$ cat config.mk
export PLATFORM = sky130hd
export DESIGN_NAME = matrix_scan
export DESIGN_NICKNAME = d
export VERILOG_FILES = /design/src/rtl/matrix_scan_pkg.sv /design/src/rtl/matrix_scan_counter.sv /design/src/rtl/matrix_scan.sv
export SDC_FILE = /design/constraint.sdc
export NUM_CORES = 1
export LEC_CHECK = 0
export BUFFER_PORTS_ARGS = -buffer_cell sky130_fd_sc_hd__buf_2
export CAP_MARGIN = 20
export CORE_MARGIN = 1.5
export CORE_UTILIZATION = 55
export CTS_BUF_LIST = sky130_fd_sc_hd__clkbuf_2
export CTS_CLUSTER_DIAMETER = 80
export DETAILED_ROUTE_END_ITERATION = 8
export MAX_ROUTING_LAYER = met4
export PLACE_DENSITY = 0.79
export SETUP_SLACK_MARGIN = 0.02
export SYNTH_ARGS = -nofsm -noshare
export SYNTH_HDL_FRONTEND = slang
export SYNTH_SLANG_ARGS = --single-unit
$ cat constraint.sdc
create_clock -name clk -period 3 [get_ports clk]
set_input_delay 0.15 -clock clk [delete_from_list [all_inputs] [get_ports clk]]
set_output_delay 0.15 -clock clk [all_outputs]
set_load 0.02 [all_outputs]
$ cat src/rtl/matrix_scan_pkg.sv
// Shared definitions for the physics and scan stages: panel geometry and scan FSM states.
package matrix_scan_pkg;

    localparam int ROWS = 16;
    localparam int COLS = 16;

    typedef enum logic [1:0] {
        LOAD,
        SHIFT,
        LATCH,
        DISPLAY
    } scan_state_t;

    function automatic int max_i(input int a, input int b);
        return (a > b) ? a : b;
    endfunction

endpackage

$ cat src/rtl/matrix_scan_counter.sv
// Free-running dwell/phase counter with synchronous clear; saturates instead of wrapping.
module matrix_scan_counter
    import matrix_scan_pkg::*;
#(
    parameter int unsigned WIDTH = 8
) (
    input  logic             clk,
    input  logic             clear,
    output logic [WIDTH-1:0] count
);

    // Count up each cycle, hold at all-ones, restart from zero on clear.
    always_ff @(posedge clk) begin
        if (clear) begin
            count <= '0;
        end else if (count != '1) begin
            count <= count + WIDTH'(1);
        end
    end

endmodule

$ cat src/rtl/matrix_scan.sv
// Row-scanning driver for a 16x16 shift-register LED panel: snapshot frame,
// shift each row out column 15 first, latch it, then display it for ON_CYCLES.
module matrix_scan
    import matrix_scan_pkg::*;
#(
    parameter int CLK_DIV   = 2,
    parameter int ON_CYCLES = 1000
) (
    input  logic                 clk,
    input  logic                 reset,
    input  logic [ROWS*COLS-1:0] matrix,
    output logic                 sdata,
    output logic                 sclk,
    output logic                 latch,
    output logic                 oe_n,
    output logic [3:0]           row_addr,
    output logic                 frame_done
);

    if (CLK_DIV < 1 || ON_CYCLES < 1) begin : g_bad_params
        $error("matrix_scan: CLK_DIV and ON_CYCLES must both be at least 1");
    end

    localparam int CNT_W = $clog2(max_i(ON_CYCLES, 2 * CLK_DIV) + 1);

    localparam logic [CNT_W-1:0] SCLK_RISE = CNT_W'(CLK_DIV - 1);
    localparam logic [CNT_W-1:0] BIT_END   = CNT_W'(2 * CLK_DIV - 1);
    localparam logic [CNT_W-1:0] DISP_END  = CNT_W'(ON_CYCLES - 1);

    scan_state_t          state;
    logic [3:0]           row_cnt;
    logic [3:0]           bit_cnt;
    logic [ROWS*COLS-1:0] frame_buf;
    logic [COLS-1:0]      shift_reg;
    logic [COLS-1:0]      row_bits;
    logic [CNT_W-1:0]     cnt;
    logic                 cnt_clr;

    matrix_scan_counter #(
        .WIDTH(CNT_W)
    ) u_counter (
        .clk  (clk),
        .clear(cnt_clr),
        .count(cnt)
    );

    // Row 0 reads the live input because the snapshot lands on the same edge.
    always_comb begin
        row_bits = frame_buf[{row_cnt, 4'b0000} +: COLS];
        if (row_cnt == 4'd0) begin
            row_bits = matrix[COLS-1:0];
        end
    end

    // Clear the counter on reset, on every state change and at each bit boundary.
    always_comb begin
        cnt_clr = 1'b0;
        case (state)
            LOAD, LATCH: cnt_clr = 1'b1;
            SHIFT:       cnt_clr = (cnt == BIT_END);
            DISPLAY:     cnt_clr = (cnt == DISP_END);
            default:     cnt_clr = 1'b1;
        endcase
        if (reset) begin
            cnt_clr = 1'b1;
        end
    end

    // Scan FSM with registered panel outputs.
    always_ff @(posedge clk) begin
        if (reset) begin
            state      <= LOAD;
            row_cnt    <= '0;
            bit_cnt    <= '0;
            frame_buf  <= '0;
            shift_reg  <= '0;
            sdata      <= 1'b0;
            sclk       <= 1'b0;
            latch      <= 1'b0;
            oe_n       <= 1'b1;
            row_addr   <= '0;
            frame_done <= 1'b0;
        end else begin
            case (state)
                LOAD: begin
                    if (row_cnt == 4'd0) begin
                        frame_buf <= matrix;
                    end
                    sdata      <= row_bits[COLS-1];
                    shift_reg  <= {row_bits[COLS-2:0], 1'b0};
                    bit_cnt    <= '0;
                    frame_done <= 1'b0;
                    state      <= SHIFT;
                end
                SHIFT: begin
                    if (cnt == SCLK_RISE) begin
                        sclk <= 1'b1;
                    end
                    if (cnt == BIT_END) begin
                        sclk <= 1'b0;
                        if (bit_cnt == 4'(COLS - 1)) begin
                            sdata    <= 1'b0;
                            latch    <= 1'b1;
                            row_addr <= row_cnt;
                            state    <= LATCH;
                        end else begin
                            sdata     <= shift_reg[COLS-1];
                            shift_reg <= {shift_reg[COLS-2:0], 1'b0};
                            bit_cnt   <= bit_cnt + 4'd1;
                        end
                    end
                end
                LATCH: begin
                    latch <= 1'b0;
                    oe_n  <= 1'b0;
                    state <= DISPLAY;
                end
                DISPLAY: begin
                    if (cnt == DISP_END) begin
                        oe_n    <= 1'b1;
                        row_cnt <= row_cnt + 4'd1;
                        if (row_cnt == 4'(ROWS - 1)) begin
                            frame_done <= 1'b1;
                        end
                        state <= LOAD;
                    end
                end
                default: state <= LOAD;
            endcase
        end
    end

endmodule

# Word-level counts from Yosys, hierarchy flattened
# Cells that the tools add are included.
# Widths: inputs -> output; s select.
[totals]
regBits = 301
elab_cells = 74
[op_classes]
n_addsub = 3
eq_ne = 14
shift = 1
n_mux = 26
reduce_logical = 18
[ops]
columns = ["cell", "count"]
rows = [
  ["$shiftx 256x9->16", 1],
  ["$mux 16", 3],
  ["$pmux 16 s2", 1],
  ["$reduce_and 3->1", 5],
  ["$add 10x1->10 const B", 1],
  ["$eq 10x1->1 const B", 1],
  ["$eq 10x10->1 const B", 1],
  ["$eq 10x2->1 const B", 1],
  ["$mux 1", 10],
  ["$ne 10x10->1 const B", 1],
  ["$ne 2x2->1 const B", 5],
  ["$reduce_and 2->1", 5],
  ["$reduce_bool 2->1", 5],
  ["$add 4x1->4 const B", 2],
  ["$eq 4x4->1 const B", 2],
  ["$mux 4", 2],
  ["$pmux 1 s2", 4],
  ["$pmux 2 s4", 1],
  ["$pmux 4 s2", 1],
  ["$mux 2", 3],
  ["$eq 2x2->1 const B", 2],
  ["$logic_not 4->1", 1],
  ["$pmux 1 s3", 1],
  ["$eq 2x1->1 const B", 1],
  ["other kinds (2)", 2],
]

# Logic depth before layout (Yosys ltp)
[depth]
depth_word = 4
depth_mapped = 12
mapped_depth_nobuf = 7

# Cells and area by module
# From an unflattened synthesis, not the netlist that was laid out.
[unflattened]
hier_cells = 1541
hier_area_um2 = 12912.4
[by_module_without_submodules]
columns = ["module", "instances", "cells_per_inst", "area_per_inst_um2", "seq_area_each_um2"]
rows = [
  ["matrix_scan", 1, 1489, 12420.7, 5805.6],
  ["matrix_scan_counter", 1, 52, 491.7, 200.2],
]

# Worst setup path after synthesis
# No wires, ideal clock.
[synth_path]
kind = "reg2reg"
start = "register row_cnt[0]"
end = "register shift_reg[14]"
setup_time_ps = 131
arrival_ps = 2651
t_required_ps = 2869
slack_ps = 218
path_stages_with_launch = 13
period_less_slack_ps = 2782
cell_sequence = "dfxtp_1 > buf_2 > buf_2 > buf_2 > buf_2 > inv_1 > ha_1 > nand2_1 > clkbuf_1 > clkbuf_1 > o211ai_1 > a221oi_1 > o22ai_1"
[synth_between]
elab_chain_len = 3
[synth_lines]
columns = ["element", "line_no", "source"]
rows = [
  ["from (decl)", "matrix_scan.sv:31", "logic [3:0] row_cnt;"],
  ["from (signal assigned)", "matrix_scan.sv:121", "row_cnt <= row_cnt + 4'd1;"],
  ["$shiftx 256x9->16 or $logic_not 4->1 (tied branches)", "matrix_scan.sv:49, matrix_scan.sv:50", ""],
  ["$mux 16 *", "matrix_scan.sv:50", "if (row_cnt == 4'd0) begin"],
  ["$pmux 16 s2 *", "matrix_scan.sv:84", "case (state)"],
  ["to (signal assigned)", "matrix_scan.sv:90", "shift_reg <= {row_bits[COLS-2:0], 1'b0};"],
  ["to (signal assigned)", "matrix_scan.sv:108", "shift_reg <= {shift_reg[COLS-2:0], 1'b0};"],
  ["to (decl)", "matrix_scan.sv:34", "logic [COLS-1:0] shift_reg;"],
]
# Every way passes the cells marked *; elsewhere a longest branch is shown, timed or not.
# A chain may end at the register's enable or synchronous reset.

# Final worst setup path
[layout_path]
start = "register row_cnt[3]"
end = "register frame_buf[32]"
[layout_between]
elab_chain_len = 2
[layout_lines]
columns = ["element", "line_no", "source"]
rows = [
  ["$logic_not 4->1", "matrix_scan.sv:86", "if (row_cnt == 4'd0) begin"],
  ["$reduce_and 2->1 (no source line)", "--", ""],
  ["to (signal assigned)", "matrix_scan.sv:87", "frame_buf <= matrix;"],
  ["to (decl)", "matrix_scan.sv:33", "logic [ROWS*COLS-1:0] frame_buf;"],
]
# Every way passes these cells.

==> out/qor.csv <==
stage,metric,value,unit
timing,fmax,341,MHz
timing,max-slew-margin-rel,47.0,%
die,dieWidth,156,um
timing,timing.final.crit_share,97.9,%
pwr,share_seq_of_total_power,38.5,%
critical_path,timing.critical_path.arrival,3.74,ns
pwr,power.share.switching,41.5,%
grt,first_global_vias,15368,
timing,finalHoldWorstSlack,0.0569,ns
die,placement_rows,55,
timing,setup_viol,0,
timing,setup_total_negative_slack,0,ns
timing,final_period_minus_worst_setup_slack,2.94,ns
grt,number_of_antenna_violations_at_the_first_check_in_global_routing,8,
clocking,clock_sink_count,300,
worst_hold_path,hp-class,input port to flop,
detailed_routing,drc_errors,0,
timing,clock-skew-final,0.0958,ns
yosys,post_synth_num_cell_types,52,
timing,hold_fails_final_rpt,0,
yosys,synth.yosys.warnings,0,
grt,grt_pass1_wl,82600,um
layout,fillCellCount,1272,
clocking,clk_transition_reported_paths,0.12,ns
detailed_routing,final_ant_viol_nets,0,
critical_path,worst_ep_required_time,3.80,ns
yosys,synth_area_per_cell,8.32,sq um
clocking,insertion_delay,0.89,ns
layout,footprint_of_the_multi_input_gates,0.00637,sq mm
clocking,cts.root.buffer_cell,clkbuf_2,
die,die_h,156,um
pwr,cellLeakagePower,8.08,nW
pwr,worst_ir_drop_vdd,534,uV
critical_path,timing.critical_path.slowest_stage_cell,dlygate4sd3_1,
detailed_routing,avg_wl_per_cell,21.7,um
yosys,synth_seq_area_share,46.5,%
die,core_region_area,0.0228,sq mm
layout,largest_reg_flops,256,
clocking,largest_buffer_count_on_any_clock_path,3,
clocking,cts_setup_buffers,0,
timing,final_max_slew_viol_count,0,
pwr,power.net_switching,0.00602,W
detailed_routing,postRouteWirelength,54900,um
placed_design,hpwl,26500,um
yosys,post_synth_inst_count,1552,
die,die-area,0.0244,sq mm
layout,final_net_count,2421,
clocking,htree_levels,3,
layout,share_of_layout_cells_above_drive_strength_1,23.0,%
layout,synthesis_to_finish_area_growth,45.4,%
detailed_routing,routed-via-count,15266,
placed_design,io_buffer_count,266,
critical_path,timing.critical_path.cells,"nor2_2, and3_4, buf_12, buf_12, nand2_1, a21oi_1, dlygate4sd3_1",
critical_path,cell_repeated_most_along_the_worst_path,buf_12,
die,io_pins,267,
detailed_routing,via_per_inst,6.04,
critical_path,crit_path_max_incr_delay,0.60,ns
critical_path,kind_of_critical_path,flop to flop,
pwr,cell_internal_power,0.00849,W
die,start_util,56.5,%
placed_design,finalWeightedCongestion,0.919,
yosys,net_count_after_synthesis,1819,
timing,grt_setup_unrepaired,true,
flow_run,drv_cap,0,
critical_path,worstSetupStartpointType,flop,
grt,grt_overflow_total,0,
detailed_routing,drt-initial-drc-count,2157,
pwr,clock_power_share,20.7,%
timing,worst-slew-pin-transition,0.791,ns
pwr,power.density,772,mW/mm^2
yosys,register_bit_count_reported_by_yosys,300,
grt,grt_max_degree,109,
status,run_status,"finished, final reports clean",
clocking,clock_tree_from_tritoncts,done,
critical_path,cp_max_fo,82,
grt,globalRouteTotalUtil,45.8,%
layout,regArea,0.00601,sq mm
detailed_routing,detailedRoute.firstPassIterationCount,9,
yosys,synthesis.area,0.0129,sq mm
clocking,numCtsBuffers,75,
critical_path,critical_path.endpoint_type,flop,
pwr,comb_power_share,40.8,%
-- routing by layer --
metal / up-vias / track usage, % / wire length [um]
li1: 6569 / - / -
met1: 6990 / 48.9 / 18600
met2: 1278 / 70.3 / 25400
met3: 429 / 14.0 / 6050
met4: 0 / 37.3 / 4760
met5: - / - / 0
-- logic make-up (layout without fill, tap and decap cells) --
group / count (synthesis) / after routing / synth area share (%)
other: 0 / 10 / 0
AOI/OAI and AO/OA: 376 / 376 / 16.6
muxes: 97 / 97 / 11.4
adders and majority gates: 9 / 9 / 0.872
buffers and inverters: 136 / 786 / 4.54
and+or+nand+nor: 627 / 629 / 19.6
xor gates and xnor gates: 7 / 7 / 0.475
DFF: 300 / 300 / 46.5
-- layout make-up --
type                    count  area share [%]
clock buffers             106            2.82
diodes                     10           0.133
flip-flops and latches    300            32.0
well taps                 313            2.08
repair buffers            652            28.1
multi-input cells        1118            33.9
inverters                   7           0.140
clock inverters            21           0.872
-- cells in the final DEF (no fill, tap or decap), drive strengths merged, types with 18 or more instances in the layout --
cell,instances
buf,292
dlygate4sd3,359
mux4,36
mux2,44
clkbuf,107
nand2,527
nand3,18
dfxtp,300
nor2,38
a21oi,281
-- cell usage after synthesis (all sizes together) --
cell | instances | area (sq um)
a211oi | 14 | 105
a21bo | 1 | 10.0
a21boi | 1 | 7.51
a21oi | 281 | 1410
a221oi | 9 | 78.8
a222oi | 9 | 90.1
a22o | 6 | 52.6
a22oi | 6 | 45.0
a311o | 5 | 50.1
a31oi | 4 | 25.0
a32oi | 1 | 8.76
a41oi | 2 | 17.5
and2 | 1 | 6.26
and3 | 14 | 96.3
and3b | 1 | 8.76
and4 | 3 | 28.8
buf | 27 | 168
clkbuf | 102 | 393
dfxtp | 300 | 6010
ha | 9 | 113
inv | 7 | 26.3
mux2 | 44 | 495
mux2i | 17 | 170
mux4 | 36 | 811
nand2 | 527 | 1980
nand2b | 1 | 6.26
nand3 | 18 | 90.1
nand3b | 3 | 22.5
nand4 | 5 | 37.5
nor2 | 38 | 143
nor2b | 3 | 18.8
nor3 | 5 | 30.0
nor3b | 1 | 7.51
nor4 | 2 | 12.5
o211ai | 11 | 82.6
o21ai | 14 | 70.1
o21bai | 1 | 7.51
o22ai | 10 | 62.6
o41ai | 1 | 27.5
or2b | 2 | 15.0
or3 | 1 | 6.26
or4 | 2 | 22.5
xnor2 | 5 | 43.8
xor2 | 2 | 17.5
-- per-stage QoR --
stage               total power, W  instance area [sq um]  instances  utilization, %  worst slack [ns]
finish                      0.0145                  18800       2527            82.2            0.0643
global route                0.0151                  18800       2525            82.2           -0.0256
CTS                         0.0137                  18700       2514            81.9            0.0622
detailed placement          0.0101                  14400       2028            63.2             0.599
global placement           0.00998                  14400       2028            63.2             0.662
floorplan                  0.00863                  12900       1552               -             0.218
-- final timing paths --
kind / to / slack, ns / cells past startpoint / startpoint
setup reg to reg: frame_buf[32] / 0.06 / 7 / row_cnt[3]
hold reg to reg: frame_buf[153] / 0.46 / 2 / frame_buf[153]
setup / recovery: frame_buf[32] / 0.06 / 7 / row_cnt[3]
hold / removal: frame_buf[82] / 0.06 / 4 / matrix[82]
-- timing repair --
item                       in CTS  in global routing
gates resized for setup         0                  2
setup endpoints to repair       0                 39
hold endpoints to repair      272                  0
hold buffers                  359                  0
-- critical path: cells and delay by family, from the launching register on --
family          cells  cell delay (ns)
flops               1             0.47
simple gates        3             0.91
compound gates      1             0.22
buf+inv             3             1.23
-- power by group through the flow --
| stage | sequential, W | combinational [W] | clock, W |
|---|---|---|---|
| after detailed placement | 0.00555 | 0.00458 | 0 |
| after global placement | 0.00550 | 0.00448 | 0 |
| after floorplan | 0.00538 | 0.00326 | 0 |
| after global routing | 0.00565 | 0.00627 | 0.00319 |
| final | 0.00559 | 0.00592 | 0.00300 |
| after CTS | 0.00546 | 0.00532 | 0.00289 |
(Power assumes the default switching activity.)
